**src/rtl/eeprom_spi_ctrl_if.sv**
```systemverilog
// Command/response bundle between the OPB register decode and the SPI EEPROM sequencer.
// The master side issues command words; the slave side returns completion and status.
interface eeprom_spi_ctrl_if;
  logic        cmd_valid;
  logic        cmd_ready;
  logic [31:0] cmd_word;
  logic        done;
  logic [7:0]  rd_data;
  logic        op_err;
  logic        timeout_err;

  modport master (
    output cmd_valid, cmd_word,
    input  cmd_ready, done, rd_data, op_err, timeout_err
  );

  modport slave (
    input  cmd_valid, cmd_word,
    output cmd_ready, done, rd_data, op_err, timeout_err
  );
endinterface

```
**src/rtl/eeprom_spi_ctrl.sv**
```systemverilog
// Expands one 32-bit command word into the 25xx-style SPI frame sequence
// (WREN/WRITE/poll, READ, RDSR) and drives the EEPROM pins in SPI mode 0.
module eeprom_spi_ctrl #(
  parameter int CLK_DIV  = 5,
  parameter int CS_GAP   = 10,
  parameter int POLL_MAX = 20000
) (
  input  logic             SYS_CLK,
  input  logic             RESET_N,
  eeprom_spi_ctrl_if.slave cmd,
  output logic             EEP_CS_N,
  output logic             EEP_SCK,
  output logic             EEP_SI,
  input  logic             EEP_SO
);
  localparam int TMR_W  = $clog2(CLK_DIV + CS_GAP + 1);
  localparam int POLL_W = $clog2(POLL_MAX + 1);
  localparam logic [TMR_W-1:0]  DIV_LAST = TMR_W'(CLK_DIV - 1);
  localparam logic [TMR_W-1:0]  GAP_LAST = TMR_W'(CS_GAP - 1);
  localparam logic [POLL_W-1:0] POLL_LIM = POLL_W'(POLL_MAX);
  localparam logic [7:0] OP_WRITE = 8'h30;
  localparam logic [7:0] OP_READ  = 8'h00;
  localparam logic [7:0] OP_RDSR  = 8'h05;

  typedef enum logic [2:0] {IDLE, CS_SETUP, SHIFT, CS_HOLD, GAP} state_e;
  typedef enum logic [2:0] {FR_WREN, FR_WRITE, FR_READ, FR_RDSR, FR_POLL} frame_e;

  state_e              state_q, state_d;
  frame_e              frame_q, frame_d;
  logic [31:0]         word_q, word_d;
  logic [TMR_W-1:0]    tmr_q, tmr_d;
  logic [2:0]          bit_q, bit_d;
  logic [1:0]          byte_q, byte_d;
  logic [7:0]          tx_q, tx_d;
  logic [7:0]          rx_q, rx_d;
  logic [POLL_W-1:0]   poll_q, poll_d;
  logic                cs_n_q, cs_n_d;
  logic                sck_q, sck_d;
  logic                si_q, si_d;
  logic                ready_q, ready_d;
  logic                done_q, done_d;
  logic [7:0]          rd_q, rd_d;
  logic                op_err_q, op_err_d;
  logic                to_err_q, to_err_d;
  logic                start_frame;
  frame_e              start_kind;
  logic                finish;

  function automatic logic [7:0] frame_byte(frame_e fr, logic [1:0] idx, logic [23:0] w);
    logic [7:0] b;
    b = 8'h00;
    case (fr)
      FR_WREN:  b = 8'h06;
      FR_WRITE: case (idx)
                  2'd0:    b = 8'h02;
                  2'd1:    b = w[23:16];
                  2'd2:    b = w[15:8];
                  default: b = w[7:0];
                endcase
      FR_READ:  case (idx)
                  2'd0:    b = 8'h03;
                  2'd1:    b = w[23:16];
                  2'd2:    b = w[15:8];
                  default: b = 8'h00;
                endcase
      default:  b = (idx == 2'd0) ? 8'h05 : 8'h00;
    endcase
    return b;
  endfunction

  function automatic logic [1:0] frame_last(frame_e fr);
    logic [1:0] n;
    case (fr)
      FR_WREN:           n = 2'd0;
      FR_WRITE, FR_READ: n = 2'd3;
      default:           n = 2'd1;
    endcase
    return n;
  endfunction

  always_comb begin
    state_d     = state_q;
    frame_d     = frame_q;
    word_d      = word_q;
    tmr_d       = tmr_q;
    bit_d       = bit_q;
    byte_d      = byte_q;
    tx_d        = tx_q;
    rx_d        = rx_q;
    poll_d      = poll_q;
    cs_n_d      = cs_n_q;
    sck_d       = sck_q;
    si_d        = si_q;
    ready_d     = ready_q;
    done_d      = 1'b0;
    rd_d        = rd_q;
    op_err_d    = op_err_q;
    to_err_d    = to_err_q;
    start_frame = 1'b0;
    start_kind  = frame_q;
    finish      = 1'b0;

    case (state_q)
      IDLE: begin
        if (cmd.cmd_valid && ready_q) begin
          word_d   = cmd.cmd_word;
          ready_d  = 1'b0;
          op_err_d = 1'b0;
          to_err_d = 1'b0;
          state_d  = CS_SETUP;
        end
      end
      CS_SETUP: begin
        case (word_q[31:24])
          OP_WRITE: begin start_frame = 1'b1; start_kind = FR_WREN; end
          OP_READ:  begin start_frame = 1'b1; start_kind = FR_READ; end
          OP_RDSR:  begin start_frame = 1'b1; start_kind = FR_RDSR; end
          default:  begin op_err_d = 1'b1; finish = 1'b1; end
        endcase
      end
      SHIFT: begin
        tmr_d = tmr_q + 1'b1;
        if (tmr_q == DIV_LAST) begin
          tmr_d = '0;
          sck_d = ~sck_q;
          if (!sck_q) begin
            rx_d = {rx_q[6:0], EEP_SO};
          end else begin
            // Falling edge: shift out the next bit, or reload for the next byte.
            bit_d = bit_q + 3'd1;
            tx_d  = {tx_q[6:0], 1'b0};
            si_d  = tx_q[6];
            if (bit_q == 3'd7) begin
              if (byte_q == frame_last(frame_q)) begin
                state_d = CS_HOLD;
              end else begin
                byte_d = byte_q + 2'd1;
                tx_d   = frame_byte(frame_q, byte_q + 2'd1, word_q[23:0]);
                si_d   = tx_d[7];
              end
            end
          end
        end
      end
      CS_HOLD: begin
        tmr_d = tmr_q + 1'b1;
        if (tmr_q == DIV_LAST) begin
          tmr_d   = '0;
          cs_n_d  = 1'b1;
          si_d    = 1'b0;
          state_d = GAP;
          if (frame_q == FR_READ || frame_q == FR_RDSR) rd_d = rx_q;
          if (frame_q == FR_POLL && poll_q != POLL_LIM) poll_d = poll_q + 1'b1;
        end
      end
      GAP: begin
        tmr_d = tmr_q + 1'b1;
        if (tmr_q == GAP_LAST) begin
          tmr_d = '0;
          case (frame_q)
            FR_WREN:  begin start_frame = 1'b1; start_kind = FR_WRITE; end
            FR_WRITE: begin poll_d = '0; start_frame = 1'b1; start_kind = FR_POLL; end
            FR_POLL: begin
              // Bit 0 of the status byte is WIP; the poll counter saturates at the limit.
              if (!rx_q[0]) begin
                finish = 1'b1;
              end else if (poll_q == POLL_LIM) begin
                to_err_d = 1'b1;
                finish   = 1'b1;
              end else begin
                start_frame = 1'b1;
                start_kind  = FR_POLL;
              end
            end
            default: finish = 1'b1;
          endcase
        end
      end
      default: state_d = IDLE;
    endcase

    if (start_frame) begin
      frame_d = start_kind;
      cs_n_d  = 1'b0;
      sck_d   = 1'b0;
      tx_d    = frame_byte(start_kind, 2'd0, word_q[23:0]);
      si_d    = tx_d[7];
      bit_d   = 3'd0;
      byte_d  = 2'd0;
      tmr_d   = '0;
      state_d = SHIFT;
    end
    if (finish) begin
      done_d  = 1'b1;
      ready_d = 1'b1;
      state_d = IDLE;
    end
  end

  always_ff @(posedge SYS_CLK) begin
    if (!RESET_N) begin
      state_q  <= IDLE;
      frame_q  <= FR_WREN;
      word_q   <= '0;
      tmr_q    <= '0;
      bit_q    <= '0;
      byte_q   <= '0;
      tx_q     <= '0;
      rx_q     <= '0;
      poll_q   <= '0;
      cs_n_q   <= 1'b1;
      sck_q    <= 1'b0;
      si_q     <= 1'b0;
      ready_q  <= 1'b1;
      done_q   <= 1'b0;
      rd_q     <= '0;
      op_err_q <= 1'b0;
      to_err_q <= 1'b0;
    end else begin
      state_q  <= state_d;
      frame_q  <= frame_d;
      word_q   <= word_d;
      tmr_q    <= tmr_d;
      bit_q    <= bit_d;
      byte_q   <= byte_d;
      tx_q     <= tx_d;
      rx_q     <= rx_d;
      poll_q   <= poll_d;
      cs_n_q   <= cs_n_d;
      sck_q    <= sck_d;
      si_q     <= si_d;
      ready_q  <= ready_d;
      done_q   <= done_d;
      rd_q     <= rd_d;
      op_err_q <= op_err_d;
      to_err_q <= to_err_d;
    end
  end

  assign cmd.cmd_ready   = ready_q;
  assign cmd.done        = done_q;
  assign cmd.rd_data     = rd_q;
  assign cmd.op_err      = op_err_q;
  assign cmd.timeout_err = to_err_q;
  assign EEP_CS_N        = cs_n_q;
  assign EEP_SCK         = sck_q;
  assign EEP_SI          = si_q;
endmodule

```
**src/flat_wrapper.sv**
```systemverilog
// flat-port wrapper written by rule: the top's interface ports become plain ports
module eeprom_spi_ctrl_flat 
#(
  parameter int CLK_DIV  = 5,
  parameter int CS_GAP   = 10,
  parameter int POLL_MAX = 20000
)
  (SYS_CLK, RESET_N, EEP_CS_N, EEP_SCK, EEP_SI, EEP_SO, cmd_cmd_valid, cmd_cmd_word, cmd_cmd_ready, cmd_done, cmd_rd_data, cmd_op_err, cmd_timeout_err);
  eeprom_spi_ctrl_if cmd_i ();
  input  logic SYS_CLK;
  input  logic RESET_N;
  output logic EEP_CS_N;
  output logic EEP_SCK;
  output logic EEP_SI;
  input  logic EEP_SO;
  input wire logic [$bits(cmd_i.cmd_valid)-1:0] cmd_cmd_valid;
  input wire logic [$bits(cmd_i.cmd_word)-1:0] cmd_cmd_word;
  output wire logic [$bits(cmd_i.cmd_ready)-1:0] cmd_cmd_ready;
  output wire logic [$bits(cmd_i.done)-1:0] cmd_done;
  output wire logic [$bits(cmd_i.rd_data)-1:0] cmd_rd_data;
  output wire logic [$bits(cmd_i.op_err)-1:0] cmd_op_err;
  output wire logic [$bits(cmd_i.timeout_err)-1:0] cmd_timeout_err;
  assign cmd_i.cmd_valid = cmd_cmd_valid;
  assign cmd_i.cmd_word = cmd_cmd_word;
  assign cmd_cmd_ready = cmd_i.cmd_ready;
  assign cmd_done = cmd_i.done;
  assign cmd_rd_data = cmd_i.rd_data;
  assign cmd_op_err = cmd_i.op_err;
  assign cmd_timeout_err = cmd_i.timeout_err;
  eeprom_spi_ctrl #(.CLK_DIV(CLK_DIV), .CS_GAP(CS_GAP), .POLL_MAX(POLL_MAX)) u_core (.SYS_CLK(SYS_CLK), .RESET_N(RESET_N), .cmd(cmd_i), .EEP_CS_N(EEP_CS_N), .EEP_SCK(EEP_SCK), .EEP_SI(EEP_SI), .EEP_SO(EEP_SO));
endmodule
```
**config.mk**
```make
export PLATFORM = sky130hd
export DESIGN_NAME = eeprom_spi_ctrl_flat
export DESIGN_NICKNAME = d
export VERILOG_FILES = /design/src/rtl/eeprom_spi_ctrl_if.sv /design/src/rtl/eeprom_spi_ctrl.sv /design/src/flat_wrapper.sv
export SDC_FILE = /design/constraint.sdc
export NUM_CORES = 1
export LEC_CHECK = 0
export BUFFER_PORTS_ARGS = -buffer_cell sky130_fd_sc_hd__buf_2
export CAP_MARGIN = 30
export CORE_UTILIZATION = 50
export CTS_CLUSTER_DIAMETER = 100
export CTS_CLUSTER_SIZE = 16
export DETAILED_ROUTE_END_ITERATION = 16
export PLACE_DENSITY = 0.82
export SKIP_CTS_REPAIR_TIMING = 1
export SLEW_MARGIN = 5
export SYNTH_ARGS = -nofsm -noshare
export SYNTH_HDL_FRONTEND = slang
export SYNTH_SLANG_ARGS = --single-unit
```
**constraint.sdc**
```tcl
create_clock -name SYS_CLK -period 2.3 [get_ports SYS_CLK]
set_input_delay 0.115 -clock SYS_CLK [delete_from_list [all_inputs] [get_ports SYS_CLK]]
set_output_delay 0.115 -clock SYS_CLK [all_outputs]
set_load 0.05 [all_outputs]
```
==> metrics.md <==
| Metric | Value |
|---|---|
| Slew Viols, Final | 0 |
| Largest delay share family, worst path | simple AND/OR/NAND/NOR gates |
| Seq pwr share | 0.534 |
| Total routed wirelength | 10200 µm |
| Row cnt | 34 |
| Wirelength per Cell | 14.6 µm |
| Worst path depth | 6 |
| Total gr overflow | 0 |
| Tot GR Track Use | 0.221 |
| Crit path launch type | flip-flop |
| Fraction of registers with async set/reset | 0 |
| Relative max-transition margin | 0.511 |
| Share of layout cells above drive strength 1 | 0.186 |
| Peak supply drop | 0.414 mV |
| Max Fanout on Critical Path | 14 |
| CTS tree | yes |
| Mapped Area | 4580 µm² |
| Root Buffer | clkbuf_8 |
| Buf/Inv on CP | 0 |
| Max Cap Viol | 0 |
| Hold WC Path Type | in2reg |
| Detail Route Antenna Nets | 0 |
| Vias | 3957 |
| CP Data Arrival Time | 2.52 ns |
| Die area | 9550 µm² |
| Clock sinks | 92 |
| Clock Power Share | 0.334 |
| Power Dens Cells | 617 nW/µm² |
| Iter 0 DRT Violations | 295 |
| # port buffers | 50 |
| Io pins | 51 |
| Nets@finish | 635 |
| Final hold violations | 5 |
| Die W | 97.7 µm |
| First-pass GRT wire length | 17400 µm |
| Post-DP HPWL | 7090 µm |
| CP max-delay cell | dfxtp_1 |
| Skew final | 0.00942 ns |
| Pre-Repair DR Iteration Count | 6 |
| Dominant synthesized flop cell | dfxtp_1 |
| Initial antenna violation count | 0 |
| Clock tree buffer depth | 2 |
| H-tree depth | 3 |
| Data required time at the worst endpoint | 2.58 ns |
| Switching share of power | 0.276 |
| Ys Warns | 0 |
| Min Tclk post-route | 2.24 ns |
| # setup viols final | 0 |
| Psw | 0.890 mW |
| Gpl congestion | 0.882 |
| Number of global-route vias before repair | 3729 |
| Initial Util | 0.520 |
| FILL cells | 773 |
| Clk_lat worst skew | 0.36 ns |
| Die Y | 97.7 µm |
| Min Hold Slack | -0.00360 ns |
| Critical Path, Cell by Cell | nor3_1 > a22oi_1 > nand3_2 > nor4_1 > o21ai_0 > a21oi_1 |
| Critical setup path kind | reg2reg |
| Crit path capture | u_core.EEP_SI |
| Total negative slack | 0 ns |
| Final Util | 0.593 |
| Drt drc | 0 |
| Synth cell types | 61 |
| RR Endpoint | u_core.EEP_SI |
| Yosys reg bits | 92 |
| Mapped Cells | 536 |
| Status | finished with violations |
| Area growth syn-to-layout | 14.0% |
| FF-to-FF setup slack | 0.06 ns |
| Via/cell ratio | 5.66 |
| Largest net degree at the start of global routing | 35 |
| Post-synth EDFFs | 0 |
| Core Region | 8810 µm² |
| R2R cell count | 6 |
| Pre-CTS WS | 0.0788 ns |
| Fmax | 446 MHz |
| P_int | 2.33 mW |
| Worst slew pin tran | 0.726 ns |
| Reg-to-Reg Start | u_core.frame_q[2] |
| Ant. Diodes | 0 |
| Worst setup EP type | flip-flop |
| Crit path from | u_core.frame_q[2] |
| Lkg Pwr | 1.99 nW |
| Total nets after synthesis | 584 |
| Combinational group share of total power | 0.133 |
| Clk pin slew, worst setup/hold paths | 0.09 ns |
| Register area share after synthesis | 0.402 |
| Max stage delay on crit path | 0.60 ns |
| PnR worst setup slack | 0.0601 ns |
| Avg Cell Area, Syn | 8.54 µm² |
| Final worst-path cycle share | 0.974 |
| Failing checks | hold timing |
| Num CTS Buffers | 9 |
==> power groups by stage <==
stage          clock, mW  sequential, mW  combinational, mW
5_1_grt             1.16            1.73              0.473
3_5_place_dp           0            1.75              0.416
3_3_place_gp           0            1.75              0.401
6_report            1.08            1.72              0.427
4_1_cts             1.08            1.72              0.418
2_1_floorplan          0            1.76              0.278
==> area by class of cell <==
cell class                      instances  area, µm²  area share
Timing Repair Buffer                   73        448      0.0858
Clock buffer                            9        124      0.0237
Tap cell                              108        135      0.0259
Sequential cell                        92       1840       0.353
Clock inverter                          6       65.1      0.0125
Multi-Input combinational cell        402       2570       0.493
Inverter                                9       33.8     0.00647
==> placed cells by master, fill, tap and decap left out, types with 5 or more instances in the layout <==
master	count
ha_1	12
inv_1	9
a22oi_1	8
dfxtp_1	91
buf_2	50
buf_4	17
xnor2_1	17
nor2_1	35
a21oi_1	18
o21ai_0	18
clkbuf_8	9
nand4_1	5
nand2_1	102
nand3_1	10
nor3_1	15
or2_2	5
nor2b_1	25
a21boi_0	32
dlygate4sd3_1	5
mux2i_1	17
==> per-stage QoR <==
| stage | area, µm² | instances | power, mW |
|---|---|---|---|
| after floorplan | 4580 | 536 | 2.04 |
| after global placement | 4920 | 675 | 2.15 |
| after detailed placement | 4920 | 675 | 2.17 |
| after CTS | 5110 | 690 | 3.22 |
| after global routing | 5220 | 699 | 3.36 |
| final | 5220 | 699 | 3.22 |
==> tightest hold or removal path: cells and delay by family <==
family,cells,cell delay (ns)
buf+inv,1,0.10
simple gates,1,0.04
compound gates,1,0.06
==> synthesized netlist by cell type (13+ instances only) <==
| cell | number | area share |
|---|---|---|
| nor3_1 | 16 | 0.017 |
| a21oi_1 | 18 | 0.020 |
| buf_2 | 13 | 0.014 |
| mux2i_1 | 17 | 0.037 |
| nand2_1 | 102 | 0.084 |
| nor2b_1 | 25 | 0.034 |
| nor2_1 | 35 | 0.029 |
| o21ai_0 | 18 | 0.020 |
| xnor2_1 | 17 | 0.033 |
| a21boi_0 | 32 | 0.052 |
| clkbuf_1 | 16 | 0.013 |
| dfxtp_1 | 92 | 0.40 |
==> registers in the layout (all words and copies together) (netlist names), 2 cells and up <==
register,cells
u_core.word_q,32
u_core.poll_q,15
u_core.cmd.rd_data,8
u_core.rx_q,8
u_core.tx_q,7
u_core.tmr_q,4
u_core.bit_q,3
u_core.frame_q,3
u_core.state_q,3
u_core.byte_q,2
==> cells by family after synthesis <==
| kind of cell | after synthesis | share of synthesized area |
|---|---|---|
| AOI/OAI and AO/OA | 108 | 0.167 |
| adders and majority gates | 12 | 0.0328 |
| and+or+nand+nor | 245 | 0.279 |
| DFF | 92 | 0.402 |
| muxes | 17 | 0.0372 |
| xor gates and xnor gates | 20 | 0.0383 |
| buffers and inverters | 42 | 0.0437 |
==> per-layer routing <==
layer  global-route usage  vias up  part of all wire
met5                    0        -                 0
met4               0.0816        0             0.021
met3               0.0460       17             0.045
met2                0.357      109              0.47
met1                0.293     1872              0.47
li1                     -     1959                 -
==> worst min path at each step <==
stage | start | to | slack (ns) | depth (start not counted)
4_1_cts | cmd_cmd_word[19] | u_core.word_q[19] | -0.009 | 3
2_1_floorplan | cmd_cmd_word[1] | u_core.word_q[1] | 0.26 | 2
3_3_place_gp | cmd_cmd_word[15] | u_core.word_q[15] | 0.36 | 3
5_1_grt | cmd_cmd_word[15] | u_core.word_q[15] | 0.003 | 3
6_report | cmd_cmd_word[21] | u_core.word_q[21] | -0.004 | 3
3_5_place_dp | cmd_cmd_word[0] | u_core.word_q[0] | 0.37 | 3
Note: power is estimated with default switching activity, not from simulation.
